## config.mk

```make
export PLATFORM = sky130hd
export DESIGN_NAME = uart_rx_frame_ctrl
export DESIGN_NICKNAME = d
export VERILOG_FILES = /design/src/rtl/uart_rx_pkg.sv /design/src/rtl/uart_rx_frame_ctrl_edge_bit_counter.sv /design/src/rtl/uart_rx_frame_ctrl.sv
export SDC_FILE = /design/constraint.sdc
export NUM_CORES = 1
export LEC_CHECK = 0
export BUFFER_PORTS_ARGS = -buffer_cell sky130_fd_sc_hd__buf_2
export CAP_MARGIN = 10
export CELL_PAD_IN_SITES_DETAIL_PLACEMENT = 1
export CELL_PAD_IN_SITES_GLOBAL_PLACEMENT = 1
export CORE_UTILIZATION = 38
export CTS_CLUSTER_DIAMETER = 150
export DETAILED_ROUTE_END_ITERATION = 10
export PLACE_DENSITY_LB_ADDON = 0.1
export SETUP_SLACK_MARGIN = 0.3
export SYNTH_ARGS = -nofsm -noshare
export SYNTH_HDL_FRONTEND = slang
export SYNTH_SLANG_ARGS = --single-unit
```

## constraint.sdc

```tcl
create_clock -name uart_rx_frame_ctrl_clk -period 1.62 [get_ports uart_rx_frame_ctrl_clk]
set_clock_uncertainty 0.1 [all_clocks]
set_input_delay 0.081 -clock uart_rx_frame_ctrl_clk [delete_from_list [all_inputs] [get_ports uart_rx_frame_ctrl_clk]]
set_output_delay 0.081 -clock uart_rx_frame_ctrl_clk [all_outputs]
set_load 0.05 [all_outputs]
```

## src/rtl/uart_rx_pkg.sv

```systemverilog
`default_nettype none
// ============================================================================
//  Module      : uart_rx_pkg
//  Description : Shared definitions for the UART receiver frame controller.
//                Holds the frame state encoding, the legal oversampling
//                ratios, the parity-type codes and a helper that maps a
//                Prescale code to its last edge index within a bit.
//  Revision    : 1.0 - initial release
// ============================================================================
package uart_rx_pkg;

    // Frame state encoding (explicit 3-bit width)
    localparam logic [2:0] c_ST_IDLE   = 3'd0;
    localparam logic [2:0] c_ST_START  = 3'd1;
    localparam logic [2:0] c_ST_DATA   = 3'd2;
    localparam logic [2:0] c_ST_PARITY = 3'd3;
    localparam logic [2:0] c_ST_STOP   = 3'd4;

    // Legal oversampling ratios as seen on the 5-bit Prescale port.
    // 32 does not fit in five bits, so it arrives as its low five bits (0).
    localparam logic [4:0] PRESCALE_8  = 5'd8;
    localparam logic [4:0] PRESCALE_16 = 5'd16;
    localparam logic [4:0] PRESCALE_32 = 5'd0;

    // Parity type codes for PAR_TYP
    localparam logic PAR_EVEN = 1'b0;
    localparam logic PAR_ODD  = 1'b1;

    // Last edge index (P-1) for a Prescale code; anything illegal runs as P=8.
    function automatic logic [4:0] prescale_last_edge(input logic [4:0] prescale);
        logic [4:0] last_edge;
        case (prescale)
            PRESCALE_16: last_edge = 5'd15;
            PRESCALE_32: last_edge = 5'd31;
            default:     last_edge = 5'd7;
        endcase
        return last_edge;
    endfunction

endpackage
`default_nettype wire

```

## src/rtl/uart_rx_frame_ctrl_edge_bit_counter.sv

```systemverilog
`default_nettype none
// ============================================================================
//  Module      : edge_bit_counter
//  Description : Per-bit edge counter and data-bit counter for the UART
//                receiver frame controller.
//  Ports       : clk, rst        - clock, synchronous active-high reset
//                i_start         - start detected in IDLE (edge 0 seen)
//                i_enable        - frame in progress (not IDLE)
//                i_bit_en        - DATA state: count data bits
//                i_last_edge     - latched P-1
//                o_edge_cnt      - edge index within current bit
//                o_bit_cnt       - data bit index
//                o_end_of_bit    - current cycle is edge P-1
//                o_last_bit      - bit index is DATA_WIDTH-1
//  Revision    : 1.0 - initial release
// ============================================================================
module edge_bit_counter #(
    parameter int DATA_WIDTH = 8,
    parameter int BIT_CNT_W  = 3
) (
    input  logic                 clk,
    input  logic                 rst,
    input  logic                 i_start,
    input  logic                 i_enable,
    input  logic                 i_bit_en,
    input  logic [4:0]           i_last_edge,
    output logic [4:0]           o_edge_cnt,
    output logic [BIT_CNT_W-1:0] o_bit_cnt,
    output logic                 o_end_of_bit,
    output logic                 o_last_bit
);

    localparam logic [BIT_CNT_W-1:0] c_LAST_BIT = BIT_CNT_W'(DATA_WIDTH - 1);

    logic [4:0]           r_edge_cnt;
    logic [BIT_CNT_W-1:0] r_bit_cnt;
    logic                 w_end_of_bit;

    assign w_end_of_bit = i_enable && (r_edge_cnt == i_last_edge);

    // The start-detect cycle is edge 0, so the counter resumes at 1.
    always_ff @(posedge clk) begin
        if (rst) begin
            r_edge_cnt <= 5'd0;
        end else if (i_start) begin
            r_edge_cnt <= 5'd1;
        end else if (!i_enable || w_end_of_bit) begin
            r_edge_cnt <= 5'd0;
        end else begin
            r_edge_cnt <= r_edge_cnt + 5'd1;
        end
    end

    // Bit index only lives in DATA; it is held at 0 everywhere else.
    always_ff @(posedge clk) begin
        if (rst) begin
            r_bit_cnt <= '0;
        end else if (!i_bit_en) begin
            r_bit_cnt <= '0;
        end else if (w_end_of_bit) begin
            r_bit_cnt <= r_bit_cnt + 1'b1;
        end
    end

    assign o_edge_cnt   = r_edge_cnt;
    assign o_bit_cnt    = r_bit_cnt;
    assign o_end_of_bit = w_end_of_bit;
    assign o_last_bit   = (r_bit_cnt == c_LAST_BIT);

endmodule
`default_nettype wire

```

## src/rtl/uart_rx_frame_ctrl.sv

```systemverilog
`default_nettype none
// ============================================================================
//  Module      : uart_rx_frame_ctrl
//  Description : UART receiver frame controller. Detects the start bit,
//                runs the edge/bit counters, enables the majority sampler,
//                deserializes LSB-first, checks parity and stop bit and
//                reports the frame result with one-cycle strobes.
//  Ports       : uart_rx_frame_ctrl_clk/_rst - clock, sync active-high reset
//                RX_IN       - serial line (idle high)
//                PAR_EN      - parity bit present
//                PAR_TYP     - 0 even / 1 odd parity
//                Prescale    - oversampling ratio code (8, 16, 32)
//                sampled_bit - majority-voted bit from the sampler
//                edge_cnt    - edge index within the current bit
//                dat_samp_en - sampler enable
//                P_DATA      - last good received word
//                data_valid  - P_DATA updated strobe
//                par_err     - parity mismatch strobe
//                stp_err     - stop bit read as 0 strobe
//  Revision    : 1.0 - initial release
// ============================================================================
module uart_rx_frame_ctrl
    import uart_rx_pkg::*;
#(
    parameter int DATA_WIDTH = 8
) (
    input  logic                  uart_rx_frame_ctrl_clk,
    input  logic                  uart_rx_frame_ctrl_rst,
    input  logic                  RX_IN,
    input  logic                  PAR_EN,
    input  logic                  PAR_TYP,
    input  logic [4:0]            Prescale,
    input  logic                  sampled_bit,
    output logic [4:0]            edge_cnt,
    output logic                  dat_samp_en,
    output logic [DATA_WIDTH-1:0] P_DATA,
    output logic                  data_valid,
    output logic                  par_err,
    output logic                  stp_err
);

    localparam int c_BIT_CNT_W = (DATA_WIDTH > 1) ? $clog2(DATA_WIDTH) : 1;

    logic [2:0]             r_state;
    logic [2:0]             w_next_state;
    logic [4:0]             r_last_edge;
    logic [DATA_WIDTH-1:0]  r_shift;
    logic                   r_par_pend;
    logic [DATA_WIDTH-1:0]  r_p_data;
    logic                   r_data_valid;
    logic                   r_par_err;
    logic                   r_stp_err;

    logic                   w_start;
    logic                   w_busy;
    logic                   w_bit_en;
    logic                   w_eob;
    logic                   w_last_bit;
    logic [c_BIT_CNT_W-1:0] w_bit_cnt;
    logic [4:0]             w_edge_cnt;

    edge_bit_counter #(
        .DATA_WIDTH (DATA_WIDTH),
        .BIT_CNT_W  (c_BIT_CNT_W)
    ) u_edge_bit_counter (
        .clk          (uart_rx_frame_ctrl_clk),
        .rst          (uart_rx_frame_ctrl_rst),
        .i_start      (w_start),
        .i_enable     (w_busy),
        .i_bit_en     (w_bit_en),
        .i_last_edge  (r_last_edge),
        .o_edge_cnt   (w_edge_cnt),
        .o_bit_cnt    (w_bit_cnt),
        .o_end_of_bit (w_eob),
        .o_last_bit   (w_last_bit)
    );

    // ------------------------------------------------------------------
    // FSM: state register
    // ------------------------------------------------------------------
    always_ff @(posedge uart_rx_frame_ctrl_clk) begin
        if (uart_rx_frame_ctrl_rst) begin
            r_state <= c_ST_IDLE;
        end else begin
            r_state <= w_next_state;
        end
    end

    // ------------------------------------------------------------------
    // FSM: next-state logic
    // ------------------------------------------------------------------
    always_comb begin
        w_next_state = r_state;
        case (r_state)
            c_ST_IDLE: begin
                if (!RX_IN) begin
                    w_next_state = c_ST_START;
                end
            end
            c_ST_START: begin
                // A start bit that reads back high mid-bit was a glitch.
                if (w_eob) begin
                    w_next_state = sampled_bit ? c_ST_IDLE : c_ST_DATA;
                end
            end
            c_ST_DATA: begin
                if (w_eob && w_last_bit) begin
                    w_next_state = PAR_EN ? c_ST_PARITY : c_ST_STOP;
                end
            end
            c_ST_PARITY: begin
                if (w_eob) begin
                    w_next_state = c_ST_STOP;
                end
            end
            c_ST_STOP: begin
                if (w_eob) begin
                    w_next_state = c_ST_IDLE;
                end
            end
            default: begin
                w_next_state = c_ST_IDLE;
            end
        endcase
    end

    // ------------------------------------------------------------------
    // FSM: outputs decoded from state
    // ------------------------------------------------------------------
    always_comb begin
        w_busy      = (r_state != c_ST_IDLE);
        w_start     = (r_state == c_ST_IDLE) && !RX_IN;
        w_bit_en    = (r_state == c_ST_DATA);
        dat_samp_en = w_busy;
    end

    // ------------------------------------------------------------------
    // Datapath: prescale latch, shift register, checks, result strobes
    // ------------------------------------------------------------------
    always_ff @(posedge uart_rx_frame_ctrl_clk) begin
        if (uart_rx_frame_ctrl_rst) begin
            r_last_edge  <= 5'd7;
            r_shift      <= '0;
            r_par_pend   <= 1'b0;
            r_p_data     <= '0;
            r_data_valid <= 1'b0;
            r_par_err    <= 1'b0;
            r_stp_err    <= 1'b0;
        end else begin
            r_data_valid <= 1'b0;
            r_par_err    <= 1'b0;
            r_stp_err    <= 1'b0;

            // Prescale is frozen for the whole frame at start detection.
            if (w_start) begin
                r_last_edge <= prescale_last_edge(Prescale);
                r_par_pend  <= 1'b0;
            end

            if ((r_state == c_ST_DATA) && w_eob) begin
                r_shift[w_bit_cnt] <= sampled_bit;
            end

            if ((r_state == c_ST_PARITY) && w_eob) begin
                r_par_pend <= (sampled_bit != ((^r_shift) ^ PAR_TYP));
            end

            // Frame verdict is registered so all strobes align one cycle later.
            if ((r_state == c_ST_STOP) && w_eob) begin
                r_stp_err <= !sampled_bit;
                r_par_err <= r_par_pend;
                if (sampled_bit && !r_par_pend) begin
                    r_data_valid <= 1'b1;
                    r_p_data     <= r_shift;
                end
            end
        end
    end

    assign edge_cnt   = w_edge_cnt;
    assign P_DATA     = r_p_data;
    assign data_valid = r_data_valid;
    assign par_err    = r_par_err;
    assign stp_err    = r_stp_err;

endmodule
`default_nettype wire
```

# Word-level counts from Yosys, hierarchy flattened
# Cells that the tools add are included.
# word_totals
output_inout_bits	17
regBits	36
# op_classes
magnitude_cmp	2
eq_ne	13
reduce_logical	23
bitwise_logic	3
mux	17
add_sub_neg	2
# op_table
op	count
3-bit two-way mux	6
3-bit case mux with 5 select lines	1
5-bit case mux with 2 select lines	1
8-bit bitwise mux	1
1-bit logical AND	8
8-bit parity	1
3-bit by 2-bit equality test with 1-bit output (second input constant)	2
3-bit equality test (second input constant)	2
1-bit two-way mux	6
2-bit by 1-bit inequality test with 1-bit output (second input constant)	3
5-bit by 1-bit adder with 5-bit output (second input constant)	1
5-bit equality test	1
5-bit equality test (second input constant)	1
5-bit zero test	1
5-bit AND reduction	1
1-bit zero test	4
3-bit by 4-bit < comparator with 1-bit output (second input constant)	1
2-bit inequality test (second input constant)	2
2-bit OR reduction	2
3-bit by 1-bit adder with 3-bit output (second input constant)	1
1-bit demux with 3-bit select	1
3-bit by 1-bit equality test with 1-bit output (second input constant)	1
3-bit by 1-bit greater-or-equal comparator with 1-bit output (second input constant)	1
3-bit zero test	1
9 further kinds	10

# Longest topological paths before layout
# depth
word_depth	5
ltp_mapped	6
depth_no_buf	6

# Hierarchy
# Synthesis repeated with hierarchy kept, for this count alone.
# unflattened
cells_unflattened	172
hier_area_um2	1637.8
# modules_own_cells
module	area_each_um2	cells_each	instances
uart_rx_frame_ctrl	1207.4	127	1
edge_bit_counter	430.4	45	1

# Worst setup path after synthesis
# Ideal clock, no wire load.
# synth_path
path_type	register to register
startpoint	register u_edge_bit_counter.r_edge_cnt[0] (netlist: u_edge_bit_counter.o_edge_cnt[0])
endpoint	register r_p_data[0] (netlist: P_DATA[0])
path_stages_with_launch	6
setup_ns	0.072
n_path_buf	0
arrival_ns	2.014
setup_slack_ns	-0.566
path_cell_list	dfxtp_1 ha_1 and2_2 nand3_2 nor4_4 mux2i_1
# synth_between
elab_chain_len	4
# synth_rtl
element	line	text
start: declaration	uart_rx_frame_ctrl_edge_bit_counter.sv:35	logic [4:0] r_edge_cnt;
start signal: assignment	uart_rx_frame_ctrl_edge_bit_counter.sv:50	r_edge_cnt <= r_edge_cnt + 5'd1;
5-bit equality test	uart_rx_frame_ctrl_edge_bit_counter.sv:39	assign w_end_of_bit = i_enable && (r_edge_cnt == i_last_edge);
1-bit logical AND	uart_rx_frame_ctrl_edge_bit_counter.sv:39	
1-bit logical AND	uart_rx_frame_ctrl.sv:169	if ((r_state == c_ST_STOP) && w_eob) begin
2-bit AND reduction (no source line)	--	
end signal: assignment	uart_rx_frame_ctrl.sv:174	r_p_data <= r_shift;
end: declaration	uart_rx_frame_ctrl.sv:49	logic [DATA_WIDTH-1:0] r_p_data;
# Every way passes these cells.
# A chain may end at the register's enable or synchronous reset.

# Worst setup path after layout
# layout_path
startpoint	register u_edge_bit_counter.r_edge_cnt[1] (netlist: u_edge_bit_counter.o_edge_cnt[1])
endpoint	register r_state[0]
# layout_between
elab_chain_len	5
# layout_rtl
element	line	text
5-bit equality test (*)	uart_rx_frame_ctrl_edge_bit_counter.sv:39	
1-bit logical AND (*)	uart_rx_frame_ctrl_edge_bit_counter.sv:39	
1-bit logical AND	uart_rx_frame_ctrl.sv:107	if (w_eob && w_last_bit) begin
2-bit inequality test (no source line)	--	
5-bit AND reduction (no source line) (*)	--	
end signal: assignment	uart_rx_frame_ctrl.sv:83	r_state <= c_ST_IDLE;
end signal: assignment	uart_rx_frame_ctrl.sv:85	r_state <= w_next_state;
end: declaration	uart_rx_frame_ctrl.sv:44	logic [2:0] r_state;
# Mark *: on every way between the ends. The rest lies on a longest branch, timed or not.

==> results.py <==
metrics = {
    "final_layout": {
        "nets": 227,
        "syn2layout_area_growth_pct": 41.0,
        "drive_above_1_share_pct": 51.9,
        "diodes": 0,
        "finalNonFillerCells": 264,
        "final_area_mm2": 0.00232,
    },
    "synth": {
        "yosysWarnings": 0,
        "syn_area_mm2": 0.00165,
        "ys_seq_area_share_pct": 40.1,
        "async_reset_ff_share_pct": 0,
        "ys.flop_type": "dfxtp_1",
        "syn_avg_cell_area_um2": 10.2,
        "ys_ff_latch": 33,
        "synth_edf_count": 0,
        "synth.area.top_cells": "dfxtp_1 (40%), mux2i_1 (12%), or2b_2 (6.9%), xnor2_1 (3.2%), nor3_1 (2.7%)",
        "syn_inst": 162,
        "synth_area_leader_cell": "dfxtp_1",
        "synth_top_area_share_pct": 40.1,
        "yosysUniqueCellTypes": 44,
        "syn_nets": 176,
    },
    "power_and_ir_drop": {
        "power_frac_clock_pct": 39.1,
        "p_switching_uw": 385,
        "swShare_pct": 24.7,
        "combPwrFrac_pct": 8.1,
        "p_leak_uw": 0.000870,
        "vdd_drop_max_v": 0.000499,
        "internal_power_uw": 1180,
        "power_density_mw_per_mm2": 671,
        "seqPwrFrac_pct": 52.8,
    },
    "sta": {
        "tightest_slew_ns": 0.472,
        "period_share_pct": 101,
        "hold_viol_final": 0,
        "finalSetupViolations": 1,
        "setup_ws_ns": -0.0176,
        "rsz0062_at_grt": "yes",
        "max-slew-margin-rel_pct": 68.5,
        "max_clock_freq_mhz": 611,
        "finalMaxSlewViolations": 0,
        "period_needed_ns": 1.64,
    },
    "drt": {
        "drc": 0,
        "first_pass_iters": 4,
        "vias": 1398,
        "ant_nets": 0,
        "wl_per_cell_um": 17.0,
        "drt-vias-per-instance": 5.30,
        "initialDrtViolationCount": 58,
        "routed_wirelength_um": 4500,
    },
    "floorplanning": {
        "core_mm2": 0.00409,
        "dieArea_mm2": 0.00461,
        "initial_core_util_pct": 40.4,
        "die_height_um": 67.9,
        "row_count": 23,
        "die_w_um": 67.9,
        "num_io_pins": 28,
    },
    "placement": {
        "dp.cells": 250,
        "numPortBuffers": 27,
        "placed_area_mm2": 0.00204,
        "place_congestion": 0.815,
        "place.detailed.hpwl_um": 3050,
    },
    "critical_path": {
        "crit_family": "simple AND/OR/NAND/NOR gates",
        "worstPathRequired_ns": 1.73,
        "crit_arrival_ns": 1.74,
        "cp_max_fo": 5,
        "critPathLaunchType": "flip-flop",
        "crit_chain": "ha_4 -> and2_4 -> and3_4 -> or3_4 -> a221oi_2",
        "cp_num_buf_inv": 0,
        "cpPeakStageDelay_ns": 0.35,
        "cp_slowest_cell": "dfxtp_4",
        "critPathKind": "reg -> reg",
        "end_kind": "flip-flop",
    },
    "outcome": {
        "violations": "negative setup slack",
        "run_status": "finished with violations",
    },
    "clock_tree": {
        "cts_buffers": 5,
        "root_buffer": "clkbuf_8",
        "htree_num_levels": 2,
        "clkTransAtPathRegs_ns": 0.07,
        "clkSinkCount": 33,
        "cts_tree": "yes",
        "ctsHoldBuffers": 0,
        "cts_buffer_depth": 2,
        "clock_latency_ns": 0.29,
    },
    "grt": {
        "antenna_found_initial": 0,
        "grtUsageTotal_pct": 20.8,
        "grt_pass1_vias": 1419,
        "grt_max_degree": 25,
        "grt_pass1_wl_um": 6890,
        "gr-total-overflow": 0,
    },
    "hold_path": {
        "min-delay-path-class": "in -> reg",
    },
    "run": {
        "cap_viol_max_count": 0,
    },
}
## cell usage after synthesis (2+ instances only)
cell / instances
ha_1: 3
nor3_1: 9
and4b_1: 2
nor3b_1: 4
nand2b_1: 5
dfxtp_1: 33
inv_1: 3
nand4_1: 2
or3_1: 2
nand3_1: 2
clkbuf_1: 6
mux2i_1: 19
nand2_1: 3
nor4_1: 6
nor4b_1: 2
or2b_2: 13
xor2_1: 4
or2b_1: 2
nor2_1: 10
xnor2_2: 2
buf_1: 2
xnor2_1: 6
## cells in the final DEF, fill, tap and decap left out, drive strengths merged, types with 2 or more instances in the layout
cell type	netlist	final
inv	3	3
clkbuf	6	8
or2b	15	15
nand2b	5	5
xor2	4	4
ha	3	3
nor4	7	7
nor2	10	10
dfxtp	33	33
buf	3	54
xnor2	8	8
nand4	2	2
mux2i	19	19
nand2	3	3
and4b	2	2
nor3b	4	4
nor3	9	9
nor4b	2	2
or3	3	3
nand3	3	3
## layout make-up
class | instances | area (um2)
Clock buffer | 8 | 80.1
Sequential cell | 33 | 677
Multi-Input combinational cell | 116 | 1130
Timing Repair Buffer | 54 | 364
Fill cell | 462 | 1760
Tap cell | 50 | 62.6
Inverter | 3 | 11.3
## repair_timing
| action | in CTS | in global routing |
|---|---|---|
| gates resized for setup | 22 | 7 |
| endpoints found under the setup margin | 34 | 34 |
| pin swaps | 11 | 3 |
| setup buffers | 4 | 2 |
## worst min-delay path, cell delays in order
cell and delay [ns]:
buf_2 0.10, buf_4 0.14, nor3_2 0.05
## path summary, 6_finish.rpt
kind | cells past startpoint | start | end | slack [ns]
max | 5 | u_edge_bit_counter.o_edge_cnt[1] | r_state[0] | -0.02
min | 3 | sampled_bit | stp_err | 0.02
max reg2reg | 5 | u_edge_bit_counter.o_edge_cnt[1] | r_state[0] | -0.02
min reg2reg | 2 | P_DATA[5] | P_DATA[5] | 0.37
## per-stage QoR
stage	setup TNS [ns]	worst slack [ns]	utilization, %	hold slack, ns	total power [uW]
2_1_floorplan	-1.52	-0.123	-	0.0574	910
6_report	-0.0176	-0.0176	56.9	0.0175	1560
3_5_place_dp	-0.0101	-0.00967	49.9	0.315	957
4_1_cts	-0.0124	-0.0124	55.9	0.0120	1560
5_1_grt	-0.778	-0.0813	56.9	0.0138	1620
3_3_place_gp	0	0.0188	49.9	0.301	952
## cell families (layout without fill, tap and decap cells)
logic type | after synthesis | in the layout | synth area share, %
xor+xnor | 13 | 13 | 8.65
simple gates | 71 | 71 | 28.8
fa+ha+maj | 3 | 3 | 2.28
flops | 33 | 33 | 40.1
buf+inv | 13 | 65 | 3.95
mux | 19 | 19 | 11.5
compound gates | 10 | 10 | 4.78
## state kept, by name, summed over array words and instances (netlist names)
| register | count |
|---|---|
| r_last_edge | 2 |
| r_par_pend | 1 |
| par_err | 1 |
| P_DATA | 8 |
| r_shift | 8 |
| u_edge_bit_counter.o_edge_cnt | 5 |
| u_edge_bit_counter.o_bit_cnt | 3 |
| stp_err | 1 |
| r_state | 3 |
| data_valid | 1 |
## per-layer routing
metal	up-vias	track usage, %	share of wire (%)
li1	676	-	-
met1	685	25.1	44
met2	27	36.4	51
met3	10	4.83	3.6
met4	0	5.99	1.6
met5	-	0	0
## power by group through the flow
stage	registers [uW]	clock network [uW]	logic (uW)
3_3_place_gp	841	0	111
4_1_cts	823	614	125
6_report	824	610	126
3_5_place_dp	842	0	115
5_1_grt	824	655	136
2_1_floorplan	852	0	58.4
Note: power is estimated with default switching activity, not from simulation.
